==> src/rtl/imem_loader_pkg.sv <==
// Shared types and constants for the instruction-memory loader.
package imem_loader_pkg;

  typedef enum logic [1:0] {
    IDLE  = 2'd0,
    RECV  = 2'd1,
    WRITE = 2'd2,
    DONE  = 2'd3
  } loader_state_t;

  localparam int IMEM_DEPTH_C  = 1024;
  localparam int IMEM_ADDR_W_C = 10;

endpackage

==> src/rtl/imem_loader_byte_packer.sv <==
// Collects four stream bytes into one little-endian word.
// Bytes shift in from the top, so after four accepts byte 0 sits in [7:0].
module imem_loader_byte_packer #(
  parameter int DATA_W = 32
) (
  input  logic              clk,
  input  logic              rst_n,
  input  logic              clear,
  input  logic              accept,
  input  logic [7:0]        byte_in,
  output logic [DATA_W-1:0] word,
  output logic              word_full
);

  logic [1:0]        idx_q, idx_d;
  logic [DATA_W-1:0] word_q, word_d;

  // Next index / assembly value: clear wins, otherwise shift on accept.
  always_comb begin
    idx_d  = idx_q;
    word_d = word_q;
    if (clear) begin
      idx_d  = '0;
      word_d = '0;
    end else if (accept) begin
      idx_d  = idx_q + 2'd1;
      word_d = {byte_in, word_q[DATA_W-1:8]};
    end
  end

  // Index and assembly register.
  always_ff @(posedge clk or negedge rst_n) begin
    if (!rst_n) begin
      idx_q  <= '0;
      word_q <= '0;
    end else begin
      idx_q  <= idx_d;
      word_q <= word_d;
    end
  end

  // Pulses on the accept that completes the word; the word is whole next cycle.
  assign word_full = accept && !clear && (idx_q == 2'd3);
  assign word      = word_q;

endmodule

==> src/rtl/imem_loader.sv <==
// Streams bytes into instruction memory, holding the CPU in reset until done.
module imem_loader
  import imem_loader_pkg::*;
#(
  parameter int IMEM_DEPTH = IMEM_DEPTH_C,
  parameter int ADDR_W     = IMEM_ADDR_W_C,
  parameter int DATA_W     = 32
) (
  input  logic              clk,
  input  logic              reset,
  input  logic              start,
  input  logic [ADDR_W:0]   word_count,
  input  logic              byte_valid,
  input  logic [7:0]        byte_data,
  output logic              byte_ready,
  output logic              imem_we,
  output logic [ADDR_W-1:0] imem_addr,
  output logic [DATA_W-1:0] imem_wdata,
  output logic              cpu_hold,
  output logic              busy,
  output logic              done,
  output logic              err,
  output logic [ADDR_W:0]   loaded_words
);

  localparam logic [ADDR_W:0] DEPTH_L = (ADDR_W+1)'(IMEM_DEPTH);
  localparam logic [ADDR_W:0] ONE_L   = (ADDR_W+1)'(1);

  loader_state_t   state_q, state_d;
  logic [ADDR_W:0] cnt_q, cnt_d;
  logic [ADDR_W:0] loaded_q, loaded_d;
  logic            err_q, err_d;
  logic            we_q, busy_q, done_q, hold_q;
  logic            pk_clear, pk_full, accept;

  assign byte_ready = (state_q == RECV);
  assign accept     = byte_valid && byte_ready;

  imem_loader_byte_packer #(.DATA_W(DATA_W)) u_packer (
    .clk       (clk),
    .rst_n     (reset),
    .clear     (pk_clear),
    .accept    (accept),
    .byte_in   (byte_data),
    .word      (imem_wdata),
    .word_full (pk_full)
  );

  // Next-state logic; start is only honoured from IDLE or DONE.
  always_comb begin
    state_d  = state_q;
    cnt_d    = cnt_q;
    loaded_d = loaded_q;
    err_d    = err_q;
    pk_clear = 1'b0;
    case (state_q)
      IDLE, DONE: begin
        if (start) begin
          if (word_count > DEPTH_L) begin
            err_d = 1'b1;
          end else begin
            err_d    = 1'b0;
            cnt_d    = word_count;
            loaded_d = '0;
            pk_clear = 1'b1;
            state_d  = (word_count == '0) ? DONE : RECV;
          end
        end
      end
      RECV: begin
        if (pk_full) state_d = WRITE;
      end
      WRITE: begin
        loaded_d = loaded_q + ONE_L;
        state_d  = (loaded_d == cnt_q) ? DONE : RECV;
      end
      default: state_d = IDLE;
    endcase
  end

  // State, counters and registered status decoded from the next state.
  always_ff @(posedge clk or negedge reset) begin
    if (!reset) begin
      state_q  <= IDLE;
      cnt_q    <= '0;
      loaded_q <= '0;
      err_q    <= 1'b0;
      we_q     <= 1'b0;
      busy_q   <= 1'b0;
      done_q   <= 1'b0;
      hold_q   <= 1'b1;
    end else begin
      state_q  <= state_d;
      cnt_q    <= cnt_d;
      loaded_q <= loaded_d;
      err_q    <= err_d;
      we_q     <= (state_d == WRITE);
      busy_q   <= (state_d == RECV) || (state_d == WRITE);
      done_q   <= (state_d == DONE);
      hold_q   <= (state_d != DONE);
    end
  end

  // Word pointer and written-word count advance together, so share a register.
  assign imem_addr    = loaded_q[ADDR_W-1:0];
  assign imem_we      = we_q;
  assign busy         = busy_q;
  assign done         = done_q;
  assign cpu_hold     = hold_q;
  assign err          = err_q;
  assign loaded_words = loaded_q;

endmodule

==> config.mk <==
export PLATFORM = sky130hd
export DESIGN_NAME = imem_loader
export DESIGN_NICKNAME = d
export VERILOG_FILES = /design/src/rtl/imem_loader_pkg.sv /design/src/rtl/imem_loader_byte_packer.sv /design/src/rtl/imem_loader.sv
export SDC_FILE = /design/constraint.sdc
export NUM_CORES = 1
export LEC_CHECK = 0
export BUFFER_PORTS_ARGS = -buffer_cell sky130_fd_sc_hd__buf_2
export CAP_MARGIN = 20
export CORE_UTILIZATION = 55
export DETAILED_ROUTE_END_ITERATION = 12
export GPL_TIMING_DRIVEN = 1
export PLACE_DENSITY = 0.83
export SKIP_CTS_REPAIR_TIMING = 1
export SLEW_MARGIN = 20
export SYNTH_ARGS = -nofsm -noshare
export SYNTH_HDL_FRONTEND = slang
export SYNTH_SLANG_ARGS = --single-unit
==> constraint.sdc <==
create_clock -name clk -period 5.4 [get_ports clk]
set_clock_uncertainty 0.05 [all_clocks]
set_input_delay 0.27 -clock clk [delete_from_list [all_inputs] [get_ports clk]]
set_output_delay 0.27 -clock clk [all_outputs]
set_load 0.005 [all_outputs]
# == Word level (Yosys, flattened, before mapping) ==
# Cells that the tools add are included.
# op_classes
add_sub_neg,2
eq_ne,11
muxes,17
magnitude_cmp,1
bitwise_logic,1
reduce_logical,13
# ops
operator,count
$mux W32,2
$mux W11,2
$pmux W11 S2,1
$mux W2,7
$add A11 B1 Y11 const B,1
$eq A11 B11 Y1,1
$gt A11 B11 Y1 const B,1
$logic_not A11 Y1,1
$eq A2 B2 Y1 const B,5
$ne A2 B2 Y1 const B,3
$pmux W2 S3,1
$reduce_and A3 Y1,2
$eq A2 B1 Y1 const B,2
$mux W1,4
$reduce_bool A2 Y1,2
$logic_and A1 B1 Y1,3
$add A2 B1 Y2 const B,1
$logic_not A2 Y1,1
$reduce_and A2 Y1,1
$reduce_or A2 Y1,1
$logic_not A1 Y1,1
$logic_or A1 B1 Y1,1
$not A1 Y1,1
# word_totals
register_bits,63
output_inout_bits,59
elab_cells,55

# == Logic depth before layout (Yosys ltp) ==
# depth
word_depth,11
mapped_depth,10
mapped_depth_nobuf,9

# == Cells and area by module ==
# A second synthesis with hierarchy kept.
# unflattened
cells_unflattened,290
hier_area_um2,3184.3
# modules_own_cells
module,area_per_inst_um2,seq_area_each_um2,cells_per_inst,instances
imem_loader,1752.9,726.9,177,1
imem_loader_byte_packer,1431.4,850.8,113,1

# == Worst setup path after synthesis ==
# OpenSTA, ideal clock, no wires.
# synth_timing
kind,register -> register
start,register loaded_q[0] (netlist: loaded_words[0])
end,register busy_q (netlist: busy)
arrival_time_ns,2.056
path_stages_with_launch,9
synth_period_minus_slack_ns,2.232
setup_slack_ns,3.168
required_time_ns,5.224
cell_sequence,dfrtp_1 > ha_1 > nand3_1 > nor2_1 > o2111ai_1 > a211oi_1 > nand4_1 > a32oi_1 > ha_1
# synth_via
elab_chain_cells,6
word_cells_on_any_way,7
classes_between,add/sub: 1; eq/ne: 3; mux: 2; reduce/logical: 1
# synth_lines
item,line_no,source
"start, declared",imem_loader.sv:31,"logic [ADDR_W:0] loaded_q, loaded_d;"
"start signal, assigned",imem_loader.sv:95,loaded_q <= loaded_d;
$add A11 B1 Y11 *,imem_loader.sv:74,loaded_d = loaded_q + ONE_L;
$eq A11 B11 Y1 *,imem_loader.sv:75,state_d = (loaded_d == cnt_q) ? DONE : RECV;
$mux W2 *,imem_loader.sv:75,
$pmux W2 S3 *,imem_loader.sv:56,case (state_q)
net state_d[1],imem_loader.sv:29,"loader_state_t state_q, state_d;"
$eq A2 B1 Y1 or $eq A2 B2 Y1 (tied branches),imem_loader.sv:98,busy_q <= (state_d == RECV) || (state_d == WRITE);
$logic_or A1 B1 Y1 *,imem_loader.sv:98,
"end signal, assigned",imem_loader.sv:98,
"end, declared",imem_loader.sv:33,"logic we_q, busy_q, done_q, hold_q;"
# The timed path passes the listed nets; every way through them passes the cells marked *.
# A chain may end at the register's enable or synchronous reset.

# == Worst setup path in the final report ==
# Ends and elaborated chain as after synthesis.

==> out/qor.txt <==
Status - complete, no violations
Worst min-delay path category - input pin to asynchronous set/reset pin
Primary FF master, synth - dfrtp_1
CTS Root Cell - clkbuf_8
RSZ-0062 raised after global routing - no
Die Wd - 77.2 um
Vias - 2549
Max Freq - 362 MHz
DIE AREA - 5960 sq um
Starting Density - 56.9%
Crit path capture - busy
Die Height - 77.2 um
P_leak - 1.75 nW
WL met1 - 2980 um
Crit path time final - 2770 ps
Row count - 27
CP required - 5570 ps
R2r endpoint - busy
Dpl hpwl - 4480 um
WP depth - 8
Flops & latches, synth - 63
Mapped Cells - 326
CTS Sinks - 63
Distinct cells, synth - 46
Fill count - 461
Final setup viols - 0
Crit-path max cell delay - 480 ps
XOR/XNOR Fraction of Synth Area - 2.81%
Top Metal Used - met4
Post-Synth Adder-Cell Area - 2.81%
Reg2reg setup slack - 2630 ps
Fin crit share - 51.2%
Largest family of logic cells by synthesized area - simple AND/OR/NAND/NOR gates
Final Max Tran Viols - 0
Synth Cell Area - 3110 sq um
Most frequent cells in the layout - nand2_1, buf_2, dfrtp_1
CTS tree - done
Initial antenna violation count - 0
Async set-or-reset flop fraction in the synthesized netlist - 100%
Worst skew pair latency - 330 ps
Clk buf depth - 2
Setup crit start kind - flip-flop
Most used cell, CP - ha_1
ANT cells - 0
DRC Markers - 0
Crit path from - loaded_words[0]
Ports - 82
Final wirelength - 6640 um
Warnings from Yosys - 0
Post-synthesis mux area share - 4.66%
CTS clk-pin slew, worst paths - 70 ps
Sequential-to-total area share from yosys stat - 50.7%
Slowest-stage cell, CP - dfrtp_1
Setup CP Type - flip-flop to flip-flop
WP data arrival - 2930 ps
Total CTS buffers - 9
Worst setup EP type - flip-flop
Worst-path fanout max - 7
Post-route ant nets - 0
Post-synthesis simple-gate area fraction - 17.3%
Vias in the first global route - 2346
Layout cells sized above 1 - 30.6%
Port bufs - 81
Iter 0 DRT Violations - 228
Core Area - 5470 sq um
Routed len/inst - 14.2 um
First-pass GRT wire length - 11300 um
Routed vias/inst - 5.45
RePlAce Congestion - 0.869
Synth-to-layout area growth - 16.1%
Total track usage - 24.5%
GRT Residual Overflow - 0
Power Dens Cells - 517 nW/um^2
Crit path buf inv count - 0
Worst-path cell chain - ha_1, nand3_1, nor2_1, o2111ai_1, a211oi_1, nand4_1, a32oi_1, ha_1
R2R cell count - 8
Largest net degree at the start of global routing - 64
Worst Tran Pin Value - 1070 ps
Fin util - 66.0%
Reg2reg start - loaded_words[0]
Fin. Hold Viols - 0
Metal2 WL - 3160 um
# H-tree levels - 3
Post-synth EDFFs - 0
Final setup TNS - 0 ps
Worst vdd ir - 0.000374 V
Relative slew slack - 28.7%
Routed wl met3 - 331 um
Syn_nets - 356
Synth Area in Compound Gates - 15.0%
Final nets - 421
DR pass1 iterations - 6
Post-Syn Area per Cell - 9.55 sq um
Max_cap viols - 0
Crit-path leading delay family - compound AO/OA/AOI/OAI gates
## cell families (layout without fill, tap and decap cells)
kind of cell,Yosys count,after routing
adders and majority gates,7,7
and+or+nand+nor,120,120
buffers and inverters,36,106
xor gates and xnor gates,10,10
DFF,63,63
AOI/OAI and AO/OA,77,77
muxes,13,13
## registers in the layout, indices dropped and copies added, names as in the netlist
| register | flops |
|---|---|
| u_packer.idx_q | 2 |
| err | 1 |
| busy | 1 |
| state_q | 2 |
| imem_we | 1 |
| done | 1 |
| cnt_q | 11 |
| cpu_hold | 1 |
| u_packer.word | 32 |
| loaded_words | 11 |
## how the worst min path moves through the flow
| stage | to | slack (ps) | cells after the start |
|---|---|---|---|
| floorplan | busy | -80 | 0 |
| global placement | loaded_words[7] | 430 | 2 |
| detailed placement | loaded_words[7] | 430 | 2 |
| CTS | u_packer.word[23] | 70 | 2 |
| global route | u_packer.word[31] | 90 | 3 |
| finish | loaded_words[7] | 30 | 2 |
## synthesized netlist by cell type, types with 7 or more instances
| cell | number | share of area, % |
|---|---|---|
| a21oi_1 | 41 | 6.6 |
| a31oi_1 | 7 | 1.4 |
| buf_2 | 8 | 1.3 |
| buf_4 | 11 | 2.7 |
| clkbuf_1 | 7 | 0.84 |
| dfrtp_1 | 62 | 50 |
| ha_1 | 7 | 2.8 |
| inv_1 | 8 | 0.96 |
| mux2_2 | 12 | 4.3 |
| nand2_1 | 82 | 9.9 |
| nor2_1 | 9 | 1.1 |
| o21ai_0 | 9 | 1.4 |
| xnor2_1 | 7 | 2.0 |
## stage by stage
step | area [sq um] | total power [mW] | hold slack [ps] | setup WS, ps | std cells
after detailed placement | 3440 | 1.52 | 429 | 2730 | 452
after global routing | 3610 | 2.02 | 92.4 | 2370 | 468
after CTS | 3610 | 1.88 | 65.7 | 2710 | 468
final | 3610 | 1.87 | 29.7 | 2630 | 468
after floorplan | 3110 | 1.29 | -75.6 | 3170 | 326
after global placement | 3440 | 1.49 | 429 | 2780 | 452
## layout make-up
type / instances / area [sq um] / area share (%)
Multi-Input combinational cell: 227 / 1330 / 36.8
Tap cell: 72 / 90.1 / 2.49
Inverter: 8 / 30.0 / 0.831
Clock inverter: 7 / 50.0 / 1.39
Timing Repair Buffer: 82 / 413 / 11.4
Clock buffer: 9 / 124 / 3.43
Sequential cell: 63 / 1580 / 43.7
## per-layer routing
metal	vias up	global-route usage [%]
li1	1243	-
met1	1192	33.4
met2	97	37.0
met3	17	4.64
met4	0	13.0
met5	-	0
## power by group
| group | internal (mW) | total, mW | switching [mW] |
|---|---|---|---|
| combinational | 0.326 | 0.720 | 0.394 |
| clock | 0.166 | 0.350 | 0.184 |
| sequential | 0.654 | 0.798 | 0.144 |
| total | 1.15 | 1.87 | 0.722 |
(Power assumes the default switching activity.)
